## src/rtl/stack_mc_pkg.sv

```systemverilog
// Shared definitions for the stack-machine core: opcodes, ALU codes, the
// multi-cycle controller state encoding and the control-vector layout.
package stack_mc_pkg;

  localparam logic [2:0] OP_ADD  = 3'b000;
  localparam logic [2:0] OP_SUB  = 3'b001;
  localparam logic [2:0] OP_AND  = 3'b010;
  localparam logic [2:0] OP_NOT  = 3'b011;
  localparam logic [2:0] OP_PUSH = 3'b100;
  localparam logic [2:0] OP_POP  = 3'b101;
  localparam logic [2:0] OP_JMP  = 3'b110;
  localparam logic [2:0] OP_JZ   = 3'b111;

  localparam logic [1:0] ALU_ADD = 2'b00;
  localparam logic [1:0] ALU_SUB = 2'b01;
  localparam logic [1:0] ALU_AND = 2'b10;
  localparam logic [1:0] ALU_NOT = 2'b11;

  typedef enum logic [3:0] {
    StIdle  = 4'd0,
    StIf    = 4'd1,
    StId    = 4'd2,
    StPopA  = 4'd3,
    StPopB  = 4'd4,
    StNot1  = 4'd5,
    StPushR = 4'd6,
    StPshM  = 4'd7,
    StPopM  = 4'd8,
    StJmp   = 4'd9,
    StJz    = 4'd10
  } state_t;

  typedef struct packed {
    logic       busy;
    logic       ldpc;
    logic       ldmem;
    logic       ldalu;
    logic       pcsrc;
    logic       memsrc;
    logic       alusrc_a;
    logic       alusrc_b;
    logic       stksrc;
    logic       mem_read;
    logic       mem_write;
    logic       push;
    logic       pop;
    logic       tos;
    logic [1:0] alu_control;
  } ctrl_t;

endpackage

```

## src/rtl/stack_mc_outdec.sv

```systemverilog
// Control-vector decoder for the stack-machine controller.
// Ports:
//   state  - current controller state
//   zero   - stack top equals zero (only used by JZ)
//   alu_op - opcode[1:0], forwarded as the ALU code in POPB
//   ctrl   - full control vector; everything not listed for a state is 0
module stack_mc_outdec
  import stack_mc_pkg::*;
(
  input  state_t     state,
  input  logic       zero,
  input  logic [1:0] alu_op,
  output ctrl_t      ctrl
);

  always_comb begin
    ctrl = '0;
    case (state)
      StIf: begin
        // PC+1 through the ALU: alusrcA=0 (PC), alusrcB=0 (constant 1)
        ctrl.busy        = 1'b1;
        ctrl.mem_read    = 1'b1;
        ctrl.ldmem       = 1'b1;
        ctrl.ldpc        = 1'b1;
        ctrl.alu_control = ALU_ADD;
      end
      StId: begin
        ctrl.busy = 1'b1;
        ctrl.tos  = 1'b1;
      end
      StPopA: begin
        ctrl.busy = 1'b1;
        ctrl.tos  = 1'b1;
        ctrl.pop  = 1'b1;
      end
      StPopB: begin
        ctrl.busy        = 1'b1;
        ctrl.tos         = 1'b1;
        ctrl.pop         = 1'b1;
        ctrl.alusrc_a    = 1'b1;
        ctrl.alusrc_b    = 1'b1;
        ctrl.ldalu       = 1'b1;
        ctrl.alu_control = alu_op;
      end
      StNot1: begin
        ctrl.busy        = 1'b1;
        ctrl.tos         = 1'b1;
        ctrl.pop         = 1'b1;
        ctrl.alusrc_a    = 1'b1;
        ctrl.ldalu       = 1'b1;
        ctrl.alu_control = ALU_NOT;
      end
      StPushR: begin
        ctrl.busy = 1'b1;
        ctrl.push = 1'b1;
      end
      StPshM: begin
        ctrl.busy     = 1'b1;
        ctrl.memsrc   = 1'b1;
        ctrl.mem_read = 1'b1;
        ctrl.stksrc   = 1'b1;
        ctrl.push     = 1'b1;
      end
      StPopM: begin
        ctrl.busy      = 1'b1;
        ctrl.tos       = 1'b1;
        ctrl.memsrc    = 1'b1;
        ctrl.mem_write = 1'b1;
        ctrl.pop       = 1'b1;
      end
      StJmp: begin
        ctrl.busy  = 1'b1;
        ctrl.pcsrc = 1'b1;
        ctrl.ldpc  = 1'b1;
      end
      StJz: begin
        // Branch taken only when the (unpopped) top is zero
        ctrl.busy  = 1'b1;
        ctrl.tos   = 1'b1;
        ctrl.pcsrc = 1'b1;
        ctrl.ldpc  = zero;
      end
      default: ctrl = '0;
    endcase
  end

endmodule

```

## src/rtl/stack_mc_controller.sv

```systemverilog
// Multi-cycle control FSM for the 8-bit stack-machine datapath.
// Ports:
//   clk, rst      - rising-edge clock, asynchronous active-high reset
//   start         - leaves IDLE when high (ignored elsewhere)
//   opcode        - IR[7:5] from the datapath
//   d_out         - stack top from the datapath (zero test for JZ)
//   ldpc/ldmem/ldalu                          - register load enables
//   pcsrc/memsrc/alusrcA/alusrcB/stksrc       - mux selects
//   memRead/memWrite, push/pop/tos            - memory and stack strobes
//   alu_control   - 00 ADD, 01 SUB, 10 AND, 11 NOT
//   busy          - high in every state except IDLE
module stack_mc_controller
  import stack_mc_pkg::*;
#(
  parameter int unsigned DW = 8
) (
  input  logic          clk,
  input  logic          rst,
  input  logic          start,
  input  logic [2:0]    opcode,
  input  logic [DW-1:0] d_out,
  output logic          ldpc,
  output logic          ldmem,
  output logic          ldalu,
  output logic          pcsrc,
  output logic          memsrc,
  output logic          alusrcA,
  output logic          alusrcB,
  output logic          stksrc,
  output logic          memRead,
  output logic          memWrite,
  output logic          push,
  output logic          pop,
  output logic          tos,
  output logic [1:0]    alu_control,
  output logic          busy
);

  state_t state_q, state_d;
  ctrl_t  ctrl;
  logic   zero;

  assign zero = (d_out == '0);

  always_comb begin
    state_d = StIdle;
    case (state_q)
      StIdle:  state_d = start ? StIf : StIdle;
      StIf:    state_d = StId;
      StId: begin
        case (opcode)
          OP_ADD, OP_SUB, OP_AND: state_d = StPopA;
          OP_NOT:                 state_d = StNot1;
          OP_PUSH:                state_d = StPshM;
          OP_POP:                 state_d = StPopM;
          OP_JMP:                 state_d = StJmp;
          OP_JZ:                  state_d = StJz;
          default:                state_d = StIdle;
        endcase
      end
      StPopA:  state_d = StPopB;
      StPopB:  state_d = StPushR;
      StNot1:  state_d = StPushR;
      StPushR: state_d = StIf;
      StPshM:  state_d = StIf;
      StPopM:  state_d = StIf;
      StJmp:   state_d = StIf;
      StJz:    state_d = StIf;
      default: state_d = StIdle;
    endcase
  end

  always_ff @(posedge clk or posedge rst) begin
    if (rst) begin
      state_q <= StIdle;
    end else begin
      state_q <= state_d;
    end
  end

  stack_mc_outdec u_outdec (
    .state  (state_q),
    .zero   (zero),
    .alu_op (opcode[1:0]),
    .ctrl   (ctrl)
  );

  assign busy        = ctrl.busy;
  assign ldpc        = ctrl.ldpc;
  assign ldmem       = ctrl.ldmem;
  assign ldalu       = ctrl.ldalu;
  assign pcsrc       = ctrl.pcsrc;
  assign memsrc      = ctrl.memsrc;
  assign alusrcA     = ctrl.alusrc_a;
  assign alusrcB     = ctrl.alusrc_b;
  assign stksrc      = ctrl.stksrc;
  assign memRead     = ctrl.mem_read;
  assign memWrite    = ctrl.mem_write;
  assign push        = ctrl.push;
  assign pop         = ctrl.pop;
  assign tos         = ctrl.tos;
  assign alu_control = ctrl.alu_control;

endmodule

```

## config.mk

```make
export PLATFORM = sky130hd
export DESIGN_NAME = stack_mc_controller
export DESIGN_NICKNAME = d
export VERILOG_FILES = /design/src/rtl/stack_mc_pkg.sv /design/src/rtl/stack_mc_outdec.sv /design/src/rtl/stack_mc_controller.sv
export SDC_FILE = /design/constraint.sdc
export NUM_CORES = 1
export LEC_CHECK = 0
export BUFFER_PORTS_ARGS = -buffer_cell sky130_fd_sc_hd__buf_2
export CORE_AREA = 2 2 39 41
export DETAILED_ROUTE_END_ITERATION = 10
export DIE_AREA = 0 0 41 43
export MAX_ROUTING_LAYER = met4
export PLACE_DENSITY = 0.72
export SYNTH_ARGS = -nofsm -noshare
export SYNTH_HDL_FRONTEND = slang
export SYNTH_SLANG_ARGS = --single-unit
```

## constraint.sdc

```tcl
create_clock -name clk -period 1.11 [get_ports clk]
set_input_delay 0 -clock clk [delete_from_list [all_inputs] [get_ports clk]]
set_output_delay 0 -clock clk [all_outputs]
set_load 0.05 [all_outputs]
```

Word level (Yosys, flattened, before mapping)
Memories as Yosys holds them, arrays and structs flattened.
Cells that the tools add are included.

word-level totals
  output and inout port bits = 16
  input bits = 14
  ROM bits = 32
  register bits after elaboration = 4
  memories kept = 1
  logic and storage cells = 40

memories
  name             words  bits a word  read ports  clocked after memory_dff  write ports  RTL line                   RTL
  (no name shown)  8      4            1           0                         0            stack_mc_controller.sv:51  case (opcode)

operators by class
  reductions and logical operators = 12
  mux-type cells = 16
  equal/unequal tests = 10

operators with widths
  cell                  count
  $pmux W4 S6           1
  $eq A4 B3 Y1 const B  4
  $mux W1               13
  $eq A4 B4 Y1 const B  3
  $reduce_or A2 Y1      6
  $reduce_or A10 Y1     1
  $eq A4 B2 Y1 const B  2
  $logic_not A8 Y1      1
  $reduce_or A6 Y1      1
  $reduce_or A5 Y1      1
  $eq A4 B1 Y1 const B  1
  $logic_not A4 Y1      1
  $pmux W2 S2           1
  $reduce_or A4 Y1      1
  $pmux W1 S2           1

Depth between registers and ports, before layout
  depth in word-level cells = 3
  depth in mapped cells = 5
  gate-level depth less buffers = 5

Modules after synthesis
A second synthesis with hierarchy kept.

unflattened totals
  cell total of the unflattened synthesis = 64
  area total of the unflattened synthesis = 504.2 µm²

by module, submodules not included
  module               seq. area each (µm²)  cells an instance  instances  area each (µm²)
  stack_mc_controller  100.1                 30                 1          286.5
  stack_mc_outdec      0.0                   34                 1          217.7

Least setup slack after synthesis
OpenSTA, ideal clock, no wires.

  path kind = reg-to-output
  start point = register state_q[1]
  end point = output memRead
  slack = -754 ps
  data required time = 1,110 ps
  path buffers = 1
  arrival = 1,864 ps
  stages on the path, launching flop included = 4
  cell sequence = dfrtp_1 buf_4 xnor2_1 nor3b_1

between the ends
  word-level cells in the longest chain between the ends = 3
  elaborated cells on any way between the ends = 4
  those cells by class = eq/ne (2); mux (1); reduce/logical (1)

RTL lines
  element                                              RTL line                   RTL
  from (decl)                                          stack_mc_controller.sv:39  state_t state_q, state_d;
  from (signal assigned)                               stack_mc_controller.sv:75  state_q <= StIdle;
  from (signal assigned)                               stack_mc_controller.sv:77  state_q <= state_d;
  $eq A4 B1 Y1 / $eq A4 B3 Y1 (equally long branches)  stack_mc_outdec.sv:18      case (state)
  $reduce_or A2 Y1 (no source line) (*)                -
  $mux W1 (*)                                          stack_mc_outdec.sv:18
  to (decl)                                            stack_mc_controller.sv:30  output logic memRead,

Mark *: on every way between the ends. The rest lies on a longest branch, timed or not.

Worst setup path in the final report
  start point = register state_q[3]
  end point = output pop

between the ends
  word-level cells in the longest chain between the ends = 3
  elaborated cells on any way between the ends = 6
  those cells by class = eq/ne (4); mux (1); reduce/logical (1)

RTL lines
  element                                RTL line                   RTL
  $eq A4 B2 Y1 (tied with other cells)   stack_mc_outdec.sv:18
  $reduce_or A4 Y1 (no source line) (*)  -
  $mux W1 (*)                            stack_mc_outdec.sv:18
  to (decl)                              stack_mc_controller.sv:33  output logic pop,

Marked as above.

==> impl_metrics.json <==
{
  "period_needed_ps": 1450,
  "critPathSlowestCell": "dfrtp_2",
  "powerDensity_nw_per_um2": 3636,
  "dr.pass1.iters": 4,
  "period_share_pct": 130.6,
  "start_kind": "flop",
  "synthMuxAreaShare_pct": 0,
  "synth_compound_area_share_pct": 21.32,
  "via_per_inst": 5.386,
  "cpPeakStageDelay_ps": 400,
  "rows": 14,
  "htreeDepth": 1,
  "rsz0062_at_grt": "true",
  "cts_tree": "yes",
  "hold_viol": 0,
  "drt_wl_total_mm": 2.289,
  "cp_max_fo": 5,
  "timing.rr.end": "state_q[1]",
  "grt_pass1_wl_mm": 3.029,
  "synthAdderAreaFrac_pct": 5.076,
  "ant_nets": 0,
  "regMostFlops": "state_q",
  "clk_latency_ps": 240,
  "cts-root-buf": "clkbuf_4",
  "place_hpwl_mm": 1.256,
  "dp_cells": 121,
  "crit_path_end_kind": "output port",
  "clock_skew_ps": 1.887,
  "worstPathRequired_ps": 1110,
  "final_cells": 132,
  "dieArea_um2": 1763,
  "min_path_type": "in -> reg",
  "drt_iter0_drc": 5,
  "synth_cell_types": 32,
  "synth_top_area_share_pct": 20.30,
  "grt_start_max_net_pins": 9,
  "worst_pin_slew_ps": 428.2,
  "fin_ws_ps": -339.7,
  "die_x_um": 41,
  "yosys_register_bits": 4,
  "cts.sinks": 4,
  "max_freq_mhz": 689.8,
  "synth_area_leader_cell": "dfrtp_1",
  "clock_path_buffers": 2,
  "seq_area_frac_synth_pct": 20.30,
  "path_delay_family": "flip-flops",
  "violations": "negative setup slack",
  "yosysWarnings": 0,
  "synth-xor-area-share_pct": 1.777,
  "layout-drive-gt1-share_pct": 79.31,
  "syn2layout_area_growth_pct": 152.5,
  "synth.avg_cell_area_um2": 7.703,
  "worstPathArrival_ps": 1450,
  "grt_pass1_vias": 671,
  "synth_top_family_by_area": "simple AND/OR/NAND/NOR gates",
  "num_vias": 711,
  "routedWlPerCell_um": 17.34,
  "netlist_area_um2": 493.0,
  "die_h_um": 43,
  "status": "complete, but fails checks",
  "reg2reg_slack_ps": -120,
  "relSlewSlack_pct": 71.19,
  "cap_violations": 0,
  "hp-start": "opcode[2]",
  "yosys.area_share.simple_pct": 38.32,
  "initial_utilization_pct": 35.62,
  "worstReg2RegStart": "state_q[2]",
  "antenna_found_initial": 0,
  "n_antenna_cell": 0,
  "top_regs": "state_q: 4 flops",
  "r2r_cells": 5,
  "path_depth": 5,
  "gp_congestion": 0.8161,
  "min_to": "state_q[3]",
  "nNetsFinal": 134,
  "cp_common_cell": "buf_6",
  "setup_violations": 19,
  "hold_depth": 3,
  "critical_path_class": "reg -> out",
  "netlist_top_cells_area": "dfrtp_1 (20%), a21oi_1 (7.1%), nand2b_1 (6.3%), buf_4 (6.1%), ha_1 (5.1%)",
  "postSynthCellCount": 64,
  "io_buffers": 29,
  "syn_nets": 80,
  "num_io_pins": 30,
  "peakVddDrop_mv": 2.364,
  "cp_cell_sequence": "buf_6 > and3b_1 > a21oi_2 > o22ai_4 > buf_6",
  "drc_errors": 0,
  "core-area_um2": 1384,
  "crit_buf_inv": 2,
  "dp_slack_ps": -160.2,
  "power.total_mw": 4.527,
  "cts-buffers-inserted": 3,
  "grt_util_all_layers_pct": 26.24,
  "leakage_nw": 0.5380,
  "drv_slew": 0,
  "largest_reg_flops": 4,
  "clk_pin_slew_worst_paths_ps": 40,
  "grt-ovfl-total": 0
}
-- area by class of cell --
class                      instances  area [um^2]
clock buffer                       3        22.52
fill                              56        138.9
inverter                           5        23.77
multi-input combinational         49        560.5
sequential                         4        105.1
tap                               16        20.02
timing repair buffer              55        513.0
-- cell families after synthesis --
| group | after synthesis |
|---|---|
| AND/OR/NAND/NOR | 30 |
| AO/OA/AOI/OAI | 16 |
| adder cells (fa/ha/maj) | 2 |
| flip-flops | 4 |
| buffers and inverters | 11 |
| XOR/XNOR | 1 |
-- where the power goes --
| part | internal (mW) | switching [mW] |
|---|---|---|
| combinational | 1.77 | 2.21 |
| sequential | 0.221 | 0.143 |
| clock | 0.121 | 0.0677 |
| total | 2.11 | 2.42 |
-- per-stage QoR --
| step | instance area (um^2) | util, % | TNS, ps | hold slack [ps] |
|---|---|---|---|---|
| 2_1_floorplan | 671.9 | - | -790.4 | -234.1 |
| 3_3_place_gp | 923.4 | 66.73 | -1208 | -121.3 |
| 3_5_place_dp | 923.4 | 66.73 | -1342 | -117.5 |
| 4_1_cts | 1116 | 80.65 | -3654 | 73.16 |
| 5_1_grt | 1245 | 89.96 | -4914 | 131.2 |
| 6_report | 1245 | 89.96 | -4214 | 106.3 |
-- per-layer routing --
metal  wire length (um)  track usage [%]  up-vias  share of wire [%]
met4                 56            8.000        0                2.4
met2               1363            47.19       32                 60
li1                   -                -      333                  -
met1                771            27.69      340                 34
met5                  0                -        -                  0
met3                 98            3.141        6                4.3
-- synth_stat cells, drive strengths merged --
| master | count |
|---|---|
| a21oi | 7 |
| buf | 6 |
| nand2b | 6 |
| inv | 5 |
| nand2 | 5 |
| nor2 | 5 |
| dfrtp | 4 |
| nor3 | 4 |
| nor4 | 3 |
| a211oi | 2 |
| ha | 2 |
| nand3 | 2 |
| o22ai | 2 |
| a21boi | 1 |
| a22oi | 1 |
| a311oi | 1 |
| and3b | 1 |
| and4bb | 1 |
| nand4 | 1 |
| nor3b | 1 |
| o211ai | 1 |
| o21ai | 1 |
| or2 | 1 |
| xnor2 | 1 |
-- worst max path at each step --
stage / startpoint / end
6_report: state_q[3] / pop
5_1_grt: state_q[0] / ldpc
4_1_cts: state_q[1] / alu_control[0]
3_5_place_dp: state_q[0] / ldpc
3_3_place_gp: state_q[1] / alu_control[1]
2_1_floorplan: state_q[1] / memRead
-- timing repair --
action / CTS / global route
pin swaps: 3 / 8
setup buffers: 3 / 6
hold buffers: 1 / 0
resized for setup: 38 / 21
setup endpoints to repair: 19 / 20
hold endpoints to repair: 4 / 0
-- worst register-to-register path, delay by kind of cell (launching register included) --
family,cells,cell delay (ps)
buffers and inverters,2,320
and+or+nand+nor,2,150
AOI/OAI and AO/OA,1,180
DFF,1,490
-- cell usage in the layout (no fill, tap or decap), types with 3 or more instances in the layout --
master	n
inv_1	3
nand2b_1	3
buf_2	13
buf_6	18
clkbuf_4	3
nor2_4	4
a21oi_1	3
nand2b_4	3
buf_4	16
dfrtp_2	4
nor3_4	3
nand2_1	3
buf_8	5
No activity file was read; power rests on OpenSTA's default activity.
